<file path="config.mk">
export PLATFORM = sky130hd
export DESIGN_NAME = reg_file_bist
export DESIGN_NICKNAME = d
export VERILOG_FILES = /design/src/rtl/reg_file_bist.sv
export SDC_FILE = /design/constraint.sdc
export NUM_CORES = 1
export LEC_CHECK = 0
export ABC_AREA = 1
export BUFFER_PORTS_ARGS = -buffer_cell sky130_fd_sc_hd__buf_2
export CORE_UTILIZATION = 45
export DETAILED_ROUTE_END_ITERATION = 16
export GPL_TIMING_DRIVEN = 1
export HOLD_SLACK_MARGIN = 0.12
export PLACE_DENSITY = 0.71
export SLEW_MARGIN = 0
export SYNTH_ARGS = -nofsm -noshare
export SYNTH_HDL_FRONTEND = slang
export SYNTH_SLANG_ARGS = --single-unit
</file>
<file path="constraint.sdc">
create_clock -name clk -period 2.53 [get_ports clk]
set_input_delay 0.1265 -clock clk [delete_from_list [all_inputs] [get_ports clk]]
set_output_delay 0.1265 -clock clk [all_outputs]
set_load 0.03 [all_outputs]
</file>
<file path="src/rtl/reg_file_bist.sv">
// March-style self-test for a register file: write the pattern to every register, read it
// back, then repeat with the inverted pattern. Reports the first mismatch.
module reg_file_bist #(
  parameter int WIDTH     = 32,
  parameter int ADDR_W    = 5,
  parameter int NUM_REGS  = 32,
  parameter int SKIP_ZERO = 0
) (
  input  logic              clk,
  input  logic              rst,
  input  logic              start,
  input  logic              step_en,
  output logic              wr_en,
  output logic [ADDR_W-1:0] wr_addr,
  output logic [WIDTH-1:0]  wr_data,
  output logic [ADDR_W-1:0] rd_addr,
  input  logic [WIDTH-1:0]  rd_data,
  output logic              busy,
  output logic              done,
  output logic              pass,
  output logic [ADDR_W-1:0] fail_addr,
  output logic [WIDTH-1:0]  fail_expected,
  output logic [WIDTH-1:0]  fail_actual
);

  // state    | meaning
  // S_IDLE   | waiting for start after reset
  // S_WRITE  | writing the current pattern, one register per step
  // S_READ   | capturing rd_data for the current address
  // S_CHECK  | comparing the captured word against the pattern
  // S_DONE   | result held; start reruns the test
  typedef enum logic [2:0] {S_IDLE, S_WRITE, S_READ, S_CHECK, S_DONE} state_t;

  localparam logic [ADDR_W-1:0] FIRST = (SKIP_ZERO != 0) ? ADDR_W'(1) : '0;
  localparam logic [ADDR_W-1:0] LAST  = ADDR_W'(NUM_REGS - 1);

  state_t            state;
  logic [ADDR_W-1:0] addr;
  logic              phase;
  logic [WIDTH-1:0]  capt;
  logic [WIDTH-1:0]  pattern;

  function automatic logic [WIDTH-1:0] seed(input logic [ADDR_W-1:0] a);
    logic [WIDTH-1:0] s;
    s = '0;
    for (int i = 0; i < WIDTH; i++) s[i] = a[i % ADDR_W];
    return s;
  endfunction

  assign pattern = phase ? ~seed(addr) : seed(addr);
  assign wr_en   = (state == S_WRITE) && step_en;
  assign wr_addr = addr;
  assign wr_data = pattern;

  // LAST is compared explicitly so a full 2^ADDR_W range never depends on wrap-around.
  always_ff @(posedge clk or negedge rst) begin
    if (!rst) begin
      state         <= S_IDLE;
      addr          <= '0;
      phase         <= 1'b0;
      capt          <= '0;
      rd_addr       <= '0;
      busy          <= 1'b0;
      done          <= 1'b0;
      pass          <= 1'b0;
      fail_addr     <= '0;
      fail_expected <= '0;
      fail_actual   <= '0;
    end else if (step_en) begin
      case (state)
        S_IDLE, S_DONE: begin
          if (start) begin
            done          <= 1'b0;
            pass          <= 1'b0;
            fail_addr     <= '0;
            fail_expected <= '0;
            fail_actual   <= '0;
            phase         <= 1'b0;
            addr          <= FIRST;
            busy          <= 1'b1;
            state         <= S_WRITE;
          end
        end
        S_WRITE: begin
          if (addr == LAST) begin
            addr    <= FIRST;
            rd_addr <= FIRST;
            state   <= S_READ;
          end else begin
            addr <= addr + ADDR_W'(1);
          end
        end
        S_READ: begin
          capt  <= rd_data;
          state <= S_CHECK;
        end
        S_CHECK: begin
          if (capt != pattern) begin
            fail_addr     <= addr;
            fail_expected <= pattern;
            fail_actual   <= capt;
            pass          <= 1'b0;
            done          <= 1'b1;
            busy          <= 1'b0;
            state         <= S_DONE;
          end else if (addr != LAST) begin
            addr    <= addr + ADDR_W'(1);
            rd_addr <= addr + ADDR_W'(1);
            state   <= S_READ;
          end else if (!phase) begin
            phase <= 1'b1;
            addr  <= FIRST;
            state <= S_WRITE;
          end else begin
            pass  <= 1'b1;
            done  <= 1'b1;
            busy  <= 1'b0;
            state <= S_DONE;
          end
        end
        default: state <= S_IDLE;
      endcase
    end
  end

endmodule

</file>
==> results.txt, run 1 <==
Clock Latency Late Sink: 0.37 ns
FP Rows: 37
Compound-Gate Fraction of Synth Area: 0.0477
Slew Viols, Final: 0
Die width: 107 um
Max-cap violation count: 0
Register area share after synthesis: 0.462
Finished Cell Area: 0.00599 mm2
Clk_skew: 0.0126 ns
Worst r2r src: phase$_DFFE_PN0P_
# clock sinks: 91
Status: completed
Minimum clock period: 2.26 ns
Hold Path Class: in2async
Final Hold Vio Count: 0
Worst rel slew slack: 0.630
CP Launch Type: flip-flop
Initial antenna violation count: 0
DP HPWL: 8880 um
Post-Place Cells: 887
Pleak: 3.61 nW
Top post-synthesis cells by area: dfrtp_1, nand2_1, buf_4
Gp weighted congestion: 0.899
Synth warn: 0
Adder-cell share of the synthesized area: 0.00507
DRT iter0 DRCs: 267
Root Buffer: clkbuf_8
Fmax achieved: 442 MHz
Least-Margin Pin Slew: 0.555 ns
Total power divided by cell area: 1040 mW/mm2
Via count: 4480
Fillers: 985
Initial Util: 0.471
Vias in the first global route: 4179
Avg WL per Cell: 13.2 um
Proportion of synthesized area in mux cells: 0
Cells after synthesis: 668
Post-CTS setup buffer count: 0
Fin crit share: 0.894
Antenna Cells: 0
Maximum VDD drop: 0.525 mV
Nets@finish: 834
Routed Antenna Nets: 0
Clock buffer depth: 2
CTS tree: built
Final setup TNS: 0 ns
Area of the core: 0.0105 mm2
Drt first pass iters: 4
Final non-filler cell total: 937
Post-synthesis xor/xnor area fraction: 0.00533
Syn nets: 706
Die height: 107 um
RSZ-0062 raised after global routing: no
Syn Area/Cell: 7.38 um2
Worst path arrival time: 2.54 ns
Synth area leader: dfrtp_1
Finish-stage setup viols: 0
Reg clk slew, reported paths: 0.08 ns
Num CTS Buffers: 9
DIE AREA: 0.0114 mm2
Vias per cell: 4.78
H-tree levels: 3
Kind of critical path: reg2reg
Drt drc: 0
Yosys reg bits: 91
Post-Synth Simple-Gate Area: 0.323
Global-route wire length before repair: 19800 um
Placed instance area: 0.00543 mm2
R2R Path End: rd_addr[4]$_DFFE_PN0P_
Crit Path Max Fanout: 11
Synth cell types: 26
IO Port Bufs: 150
R2R setup slack: 0.27 ns
Worst EP required: 2.81 ns
Mapped Area: 0.00493 mm2
I/O pin count: 151
Largest net degree at the start of global routing: 52
Largest family of logic cells by synthesized area: simple AND/OR/NAND/NOR gates
CP Capture Type: flip-flop
Top-area cell type share of the netlist area: 0.462
Overflow after GRT: 0
Worst reg2reg path depth: 11
Final Util: 0.573
Final WL: 12400 um
Total Routing Usage GR: 0.225
Layout cells sized above 1: 0.245
Syn-to-layout area delta: 21.5%
kinds of logic after synthesis:
| logic type | Yosys count |
|---|---|
| flip-flops | 91 |
| XOR/XNOR | 3 |
| buffers and inverters | 140 |
| AO/OA/AOI/OAI | 43 |
| adder cells (fa/ha/maj) | 2 |
| AND/OR/NAND/NOR | 389 |
repair_timing:
item	4_1_cts	5_1_grt
endpoints found under the setup margin	0	51
gates resized for setup	0	6
hold endpoints to repair	73	0
hold buffers	34	0
worst max path at each step:
stage	to	slack, ns	start
final	rd_addr[4]$_DFFE_PN0P_	0.27	phase$_DFFE_PN0P_
after global routing	rd_addr[4]$_DFFE_PN0P_	0.03	phase$_DFFE_PN0P_
after CTS	fail_actual[31]$_DFFE_PN0P_	0.15	phase$_DFFE_PN0P_
after detailed placement	fail_actual[31]$_DFFE_PN0P_	0.17	phase$_DFFE_PN0P_
after global placement	fail_actual[12]$_DFFE_PN0P_	0.28	phase$_DFFE_PN0P_
after floorplan	rd_addr[2]$_DFFE_PN0P_	0.28	wr_addr[0]$_DFFE_PN0P_
cells in the final DEF, fill, tap and decap left out:
master         Yosys  routed
nand2_4            2       1
clkbuf_8           0      11
nand2_8            0       1
dfrtp_2            0       2
xor2_1             3       3
nor2_2             2       1
nor3_1             3       3
buf_12             0       2
a21oi_1           35      35
bufinv_16          0       1
inv_1             57      57
dlygate4sd3_1      0      34
buf_2              5     149
buf_4             55      11
o21ai_0            4       4
inv_2              4       4
clkinv_4           0       1
clkinv_2           0       2
o21bai_1           1       1
o21ai_1            1       1
nand3_1           55      55
o21bai_4           1       1
a221oi_1           1       1
nor2_4             0       1
nor2_1           104     104
nand4_1            8       8
nand2_1          210     206
nand3_2            2       2
nor4_1             1       1
nand2_2            2       6
dfrtp_1           91      89
ha_1               2       2
clkbuf_1          10       1
synth_stat cells:
cell type  instances
nand2_4            2
nor3_1             3
o21bai_1           1
buf_6              5
nor4_1             1
nand2_2            2
nor2_2             2
ha_1               2
xor2_1             3
nand3_1           55
nand4_1            8
o21bai_4           1
buf_4             55
inv_2              4
inv_1             57
buf_1              4
dfrtp_1           91
nand2_1          210
o21ai_1            1
nor2_1           104
nand3_2            2
o21ai_0            4
a221oi_1           1
clkbuf_1          10
buf_2              5
a21oi_1           35
layer usage:
metal,track usage,vias up,wire (um)
met2,0.370,160,5850
met1,0.294,2034,5610
li1,-,2268,-
met4,0.0969,0,257
met3,0.0365,18,677
met5,0,-,0
metrics by stage:
| step | worst slack, ns | total power, mW | hold slack, ns |
|---|---|---|---|
| 2_1_floorplan | 0.276 | 4.48 | -0.169 |
| 3_3_place_gp | 0.277 | 5.11 | 0.146 |
| 3_5_place_dp | 0.166 | 5.17 | 0.150 |
| 4_1_cts | 0.146 | 6.24 | 0.267 |
| 5_1_grt | 0.0327 | 6.66 | 0.311 |
| 6_report | 0.269 | 6.23 | 0.279 |
critical path: stages (launching register included):
cell	delay, ns
dfrtp_1	0.55
inv_2	0.16
nand2_1	0.09
nand2_1	0.17
o21ai_0	0.14
nand2_1	0.07
nor2_1	0.12
nand3_2	0.13
o21bai_4	0.20
buf_4	0.18
nand2_1	0.14
o21ai_0	0.22
power breakdown:
group | total, mW | leakage, nW | internal [mW] | switching [mW]
Combinational | 2.95 | 2.35 | 0.832 | 2.12
Sequential | 2.26 | 1.15 | 1.93 | 0.327
Clock | 1.02 | 0.106 | 0.510 | 0.510
Total | 6.23 | 3.61 | 3.27 | 2.95
layout make-up:
| cell class | instances | area (um2) | area share |
|---|---|---|---|
| inverter | 61 | 229 | 0.0382 |
| tap | 136 | 170 | 0.0284 |
| clock buffer | 12 | 155 | 0.0259 |
| sequential | 91 | 2280 | 0.380 |
| timing repair buffer | 196 | 1210 | 0.202 |
| multi-input combinational | 437 | 1900 | 0.317 |
| clock inverter | 4 | 48.8 | 0.00814 |
registers in the layout, indices dropped and copies added (netlist names):
signal and cells:
fail_actual 32, state 3, wr_addr 5, rd_addr 5, fail_expected 5, capt 32, pass 1, fail_addr 5
done 1, busy 1, phase 1
Power figures use the tool's default switching activity.
==> run 2, diff against run 1 <==
BUFFER_PORTS_ARGS = -buffer_cell sky130_fd_sc_hd__buf_4   (was -buffer_cell sky130_fd_sc_hd__buf_2)
==> results.txt, run 2 (synthesized netlist as in run 1, its figures left out) <==
Status: completed
Reg clk slew, reported paths: 0.09 ns (about the same)
Critical path's slowest cell: dfrtp_2
Max-cap violation count: 0 (unchanged)
Worst path bufs/invs: 2 (unchanged)
Clk_skew: 0.0157 ns (+0.00312 ns)
CP most frequent cell: nand2_1
Clock Latency Late Sink: 0.37 ns (about the same)
Top Registers: capt: 32 flops, fail_actual: 32 flops
Overflow after GRT: 0 (unchanged)
IO Port Bufs: 150 (unchanged)
CP Launch Type: flip-flop
Hold Path Sink: wr_addr[1]$_DFFE_PN0P_
I/O pin count: 151 (unchanged)
R2R Path End: fail_actual[22]$_DFFE_PN0P_
Die height: 107 um (unchanged)
H-tree levels: 3 (unchanged)
Maximum VDD drop: 0.501 mV (-4.6%)
# clock sinks: 91 (unchanged)
R2R setup slack: 0.20 ns (-0.07 ns)
Met3 usage: 0.0353 (-0.00122)
Fillers: 945 (-4.1%)
Max incr delay on CP: 0.47 ns (-0.08 ns)
Routed Antenna Nets: 0 (unchanged)
Final non-filler cell total: 937 (unchanged)
Grt peak-use layer: met2
DP HPWL: 8990 um (+1.2%)
Via count: 4561 (+1.8%)
Kind of critical path: reg2reg
Syn-to-layout area delta: 28.9%
Met2 Usage GRT: 0.373 (+0.00369)
Die width: 107 um (unchanged)
WHS: 0.274 ns (-0.00459 ns)
Avg WL per Cell: 13.6 um (+2.5%)
Area of the core: 0.0105 mm2 (unchanged)
DRT iter0 DRCs: 235 (-12%)
Vias in the first global route: 4357 (+4.3%)
Vias per cell: 4.87 (+1.8%)
Least-Margin Pin Slew: 0.502 ns (-0.0534 ns)
Most frequent cells in the layout: nand2_1, buf_4, nor2_1, dfrtp_1, inv_1
Multi-input gate area: 0.00190 mm2 (-0.13%)
Worst Hold Depth: 5
Antenna Cells: 0 (unchanged)
Total Routing Usage GR: 0.235 (+0.0100)
Layout cells sized above 1: 0.245 (unchanged)
Slew Viols, Final: 0 (unchanged)
Final Hold Vio Count: 0 (unchanged)
Crit path max-delay family: simple AND/OR/NAND/NOR gates
Hold Path Class: in2reg
Total power divided by cell area: 1010 mW/mm2 (-3.0%)
Crit-path cells: buf_4, nand2_1, nand2_1, o21ai_0, nand2_1, nor2_1, nand3_2, o21bai_4, nand2_4, buf_4, nand3_1, nand2_1
Initial antenna violation count: 0 (unchanged)
CP Capture Type: flip-flop
Drt drc: 0 (unchanged)
Worst path arrival time: 2.59 ns (+0.05 ns)
Final setup TNS: 0 ns (unchanged)
DIE AREA: 0.0114 mm2 (unchanged)
Post-Place Cells: 888 (+0.11%)
Minimum clock period: 2.33 ns (+0.0651 ns)
Nets@finish: 835 (+0.12%)
Worst rel slew slack: 0.665 (+0.0356)
Root Buffer: clkbuf_8
Most common library cell in the layout ignoring fill and taps: nand2_1
Finish-stage setup viols: 0 (unchanged)
Hold path startpoint: start
Worst EP required: 2.79 ns (-0.02 ns)
Fmax achieved: 430 MHz (-2.8%)
Final WL: 12700 um (+2.5%)
Sequential cell area: 0.00228 mm2 (unchanged)
Gp weighted congestion: 0.885 (-1.6%)
CTS tree: built
Worst r2r src: phase$_DFFE_PN0P_
Drt first pass iters: 4 (unchanged)
Fin crit share: 0.920 (+0.0257)
Worst reg2reg path depth: 12 (+1)
RSZ-0062 raised after global routing: no
FP Rows: 37 (unchanged)
Global-route wire length before repair: 20900 um (+5.6%)
Final WS setup: 0.204 ns (-0.0651 ns)
Crit Path Max Fanout: 30 (+19)
Pre-CTS setup slack: 0.110 ns (-0.0558 ns)
Largest net degree at the start of global routing: 92 (+77%)
Beginning of the critical path: phase$_DFFE_PN0P_
Initial Util: 0.471 (unchanged)
Clock buffer depth: 2 (unchanged)
Pleak: 3.63 nW (+0.58%)
GR Util met1: 0.319 (+0.0245)
Num CTS Buffers: 9 (unchanged)
## run 2: how the worst max path moves through the flow
stage / to / depth (start not counted) / slack, ns
after CTS: fail_addr[0]$_DFFE_PN0P_ / 13 / 0.05
after global placement: fail_actual[3]$_DFFE_PN0P_ / 13 / 0.20
after global routing: fail_actual[22]$_DFFE_PN0P_ / 13 / 0.02
after detailed placement: fail_actual[6]$_DFFE_PN0P_ / 13 / 0.11
final: fail_actual[22]$_DFFE_PN0P_ / 12 / 0.20
after floorplan: rd_addr[2]$_DFFE_PN0P_ / 11 / 0.28
## run 2: worst min-delay path: stages
cell and delay (ns):
buf_4 0.08, nor2_1 0.06, inv_1 0.15, nand4_1 0.11, nand2_1 0.07
## run 2: timing repair
item,CTS,global route
setup buffers,0,0
gates resized for setup,0,6
setup endpoints to repair,0,47
endpoints found under the hold margin,124,0
hold buffers,34,0
## run 2: routing by layer
| layer | vias up | routed length (um) |
|---|---|---|
| met1 | 2107 | 5730 |
| met2 | 159 | 6020 |
| li1 | 2268 | - |
| met4 | 0 | 330 |
| met3 | 27 | 623 |
| met5 | - | 0 |
## run 2: report_power, final
part / total [mW] / internal, mW / switching (mW)
logic: 3.17 / 1.04 / 2.13
clock network: 0.969 / 0.454 / 0.515
registers: 2.27 / 1.93 / 0.338
## run 2: layout make-up
type                            instances  share of cell area
Clock inverter                          6              0.0102
Inverter                               61              0.0364
Multi-Input combinational cell        437               0.299
Timing Repair Buffer                  197               0.250
Sequential cell                        91               0.358
Tap cell                              136              0.0268
Clock buffer                            9              0.0195
## run 2: per-stage QoR
stage | power (mW) | utilization | cell area, um2
after floorplan | 4.48 | - | 4930
after global placement | 5.34 | 0.555 | 5810
after detailed placement | 5.41 | 0.555 | 5810
after CTS | 6.43 | 0.606 | 6340
after global routing | 6.88 | 0.608 | 6360
final | 6.41 | 0.608 | 6360
==> run 3, diff against run 2 <==
CORE_MARGIN = 2   (was default)
clock period = 2.97 ns   (was 2.53 ns; I/O delays follow)
==> results.txt, run 3 (synthesized netlist as in run 1, its figures left out) <==
Status: completed
CP Capture Type: flip-flop
Final Hold Vio Count: 0 (unchanged)
Hold Path Class: in2reg
FP Rows: 38 (+2.7%)
Initial Util: 0.459 (-0.0124)
Routed Antenna Nets: 0 (unchanged)
Minimum clock period: 2.74 ns (+0.411 ns)
Top Registers: capt: 32 flops, fail_actual: 32 flops
Die width: 109 um (+1.9%)
Nets@finish: 826 (-1.1%)
Vias in the first global route: 4193 (-3.8%)
Slew Viols, Final: 0 (unchanged)
Total Routing Usage GR: 0.218 (-0.0169)
# clock sinks: 91 (unchanged)
Final non-filler cell total: 933 (-0.43%)
Worst rel slew slack: 0.258 (-0.407)
Most frequent cells in the layout: nand2_1, buf_4, nor2_1, dfrtp_1, inv_1
Least-Margin Pin Slew: 1.11 ns (+0.611 ns)
Maximum VDD drop: 0.475 mV (-5.2%)
IO Port Bufs: 150 (unchanged)
Overflow after GRT: 0 (unchanged)
Worst path arrival time: 2.99 ns (+0.40 ns)
Drt first pass iters: 5 (+1)
Worst EP required: 3.23 ns (+0.44 ns)
Syn-to-layout area delta: 27.5%
Max-cap violation count: 0 (unchanged)
Met2 Wirelength: 6200 um (+3.1%)
Post-Place Cells: 884 (-0.45%)
Num CTS Buffers: 9 (unchanged)
Reg clk slew, reported paths: 0.08 ns (about the same)
DRT iter0 DRCs: 294 (+25%)
Global-route wire length before repair: 20000 um (-4.2%)
Final WL: 12600 um (-0.63%)
Top Metal Used: met4
Met3 wire length: 820 um (+32%)
Area of the core: 0.0107 mm2 (+2.7%)
Clock Latency Late Sink: 0.37 ns (about the same)
DP HPWL: 9010 um (+0.21%)
Antenna Cells: 0 (unchanged)
Kind of critical path: reg2reg
Fmax achieved: 365 MHz (-15%)
Wire length on met1: 5380 um (-6.1%)
Finish-stage setup viols: 0 (unchanged)
Post-CTS setup buffer count: 0 (unchanged)
H-tree levels: 3 (unchanged)
I/O pin count: 151 (unchanged)
Root Buffer: clkbuf_8
Fin crit share: 0.922 (+0.00208)
Drt drc: 0 (unchanged)
Pleak: 3.59 nW (-1.0%)
Largest net degree at the start of global routing: 92 (unchanged)
Clock buffer depth: 2 (unchanged)
Gp weighted congestion: 0.851 (-3.8%)
Crit Path Max Fanout: 24 (-20%)
Clk_skew: 0.0101 ns (-0.00566 ns)
Fillers: 998 (+5.6%)
Layout cells sized above 1: 0.231 (-0.0139)
Vias per cell: 4.87 (+0.12%)
DIE AREA: 0.0118 mm2 (+3.8%)
CTS tree: built
Final Util: 0.585 (-0.0225)
Initial antenna violation count: 0 (unchanged)
Most common library cell in the layout ignoring fill and taps: nand2_1
RSZ-0062 raised after global routing: no
Avg WL per Cell: 13.5 um (-0.20%)
CP Launch Type: flip-flop
Total power divided by cell area: 878 mW/mm2 (-13%)
Die height: 109 um (+1.9%)
Via count: 4547 (-0.31%)
Final setup TNS: 0 ns (unchanged)
[run 3: changes by cell type in the layout (fill, tap and decap cells not counted), sizes merged]
cell         before  now
bufinv            1    2
buf             163  155
clkbuf            9   12
clkinvlp          1    0
dlygate4sd3      34   33
inv              63   61
[run 3: path summary, 6_finish.rpt]
path                                              from                     endpoint  slack [ns]  cells past startpoint
min reg2reg                fail_actual[26]$_DFFE_PN0P_  fail_actual[26]$_DFFE_PN0P_        0.48                      2
max in group asynchronous                          rst  fail_actual[21]$_DFFE_PN0P_        1.72                      2
min                                            step_en         state[1]$_DFFE_PN0P_        0.16                      4
min in group asynchronous                          rst       rd_addr[1]$_DFFE_PN0P_        0.54                      2
max                                  phase$_DFFE_PN0P_   fail_actual[0]$_DFFE_PN0P_        0.23                     13
max reg2reg                          phase$_DFFE_PN0P_   fail_actual[0]$_DFFE_PN0P_        0.23                     13
[run 3: stage by stage]
| step | power (mW) | cell area [um2] | setup WS [ns] | hold WS [ns] |
|---|---|---|---|---|
| finish | 5.52 | 6290 | 0.233 | 0.157 |
| global route | 5.90 | 6290 | 0.0508 | 0.176 |
| CTS | 5.53 | 6280 | 0.232 | 0.143 |
| detailed placement | 4.56 | 5730 | 0.262 | 0.408 |
| global placement | 4.49 | 5730 | 0.388 | 0.397 |
| floorplan | 3.82 | 4930 | 0.716 | -0.147 |
[run 3: critical path, cell delays in order, from the launching register on]
cell and delay (ns):
dfrtp_1 0.50, inv_2 0.21, nand2_1 0.07, nand2_1 0.36, nand2_1 0.10, nand2_1 0.08
nand2_1 0.05, nor2_1 0.16, nand3_2 0.14, o21bai_4 0.25, nand2_4 0.22, buf_4 0.29
nand3_1 0.13, nand2_1 0.06
[run 3: what timing repair did]
action | 4_1_cts | 5_1_grt
hold endpoints to repair | 123 | 0
endpoints found under the setup margin | 0 | 39
resized for setup | 0 | 1
hold buffers | 33 | 0
[run 3: metal layers]
| metal | vias to the layer above | track usage |
|---|---|---|
| met3 | 20 | 0.0395 |
| met4 | 0 | 0.0760 |
| met5 | - | 0 |
| met1 | 2117 | 0.286 |
| met2 | 167 | 0.364 |
| li1 | 2243 | - |
[run 3: power breakdown]
part	total (mW)	switching, mW	leakage (nW)	internal, mW
Clock	0.923	0.425	0.111	0.498
Combinational	2.66	1.81	2.33	0.854
Sequential	1.93	0.289	1.15	1.64
[run 3: area by class of cell]
cell class,count,area [um2],share of cell area
timing repair buffer,188,1490,0.238
multi-input combinational,437,1900,0.301
sequential,91,2280,0.362
tap,140,175,0.0278
inverter,61,229,0.0364
clock buffer,12,145,0.0231
clock inverter,4,73.8,0.0117
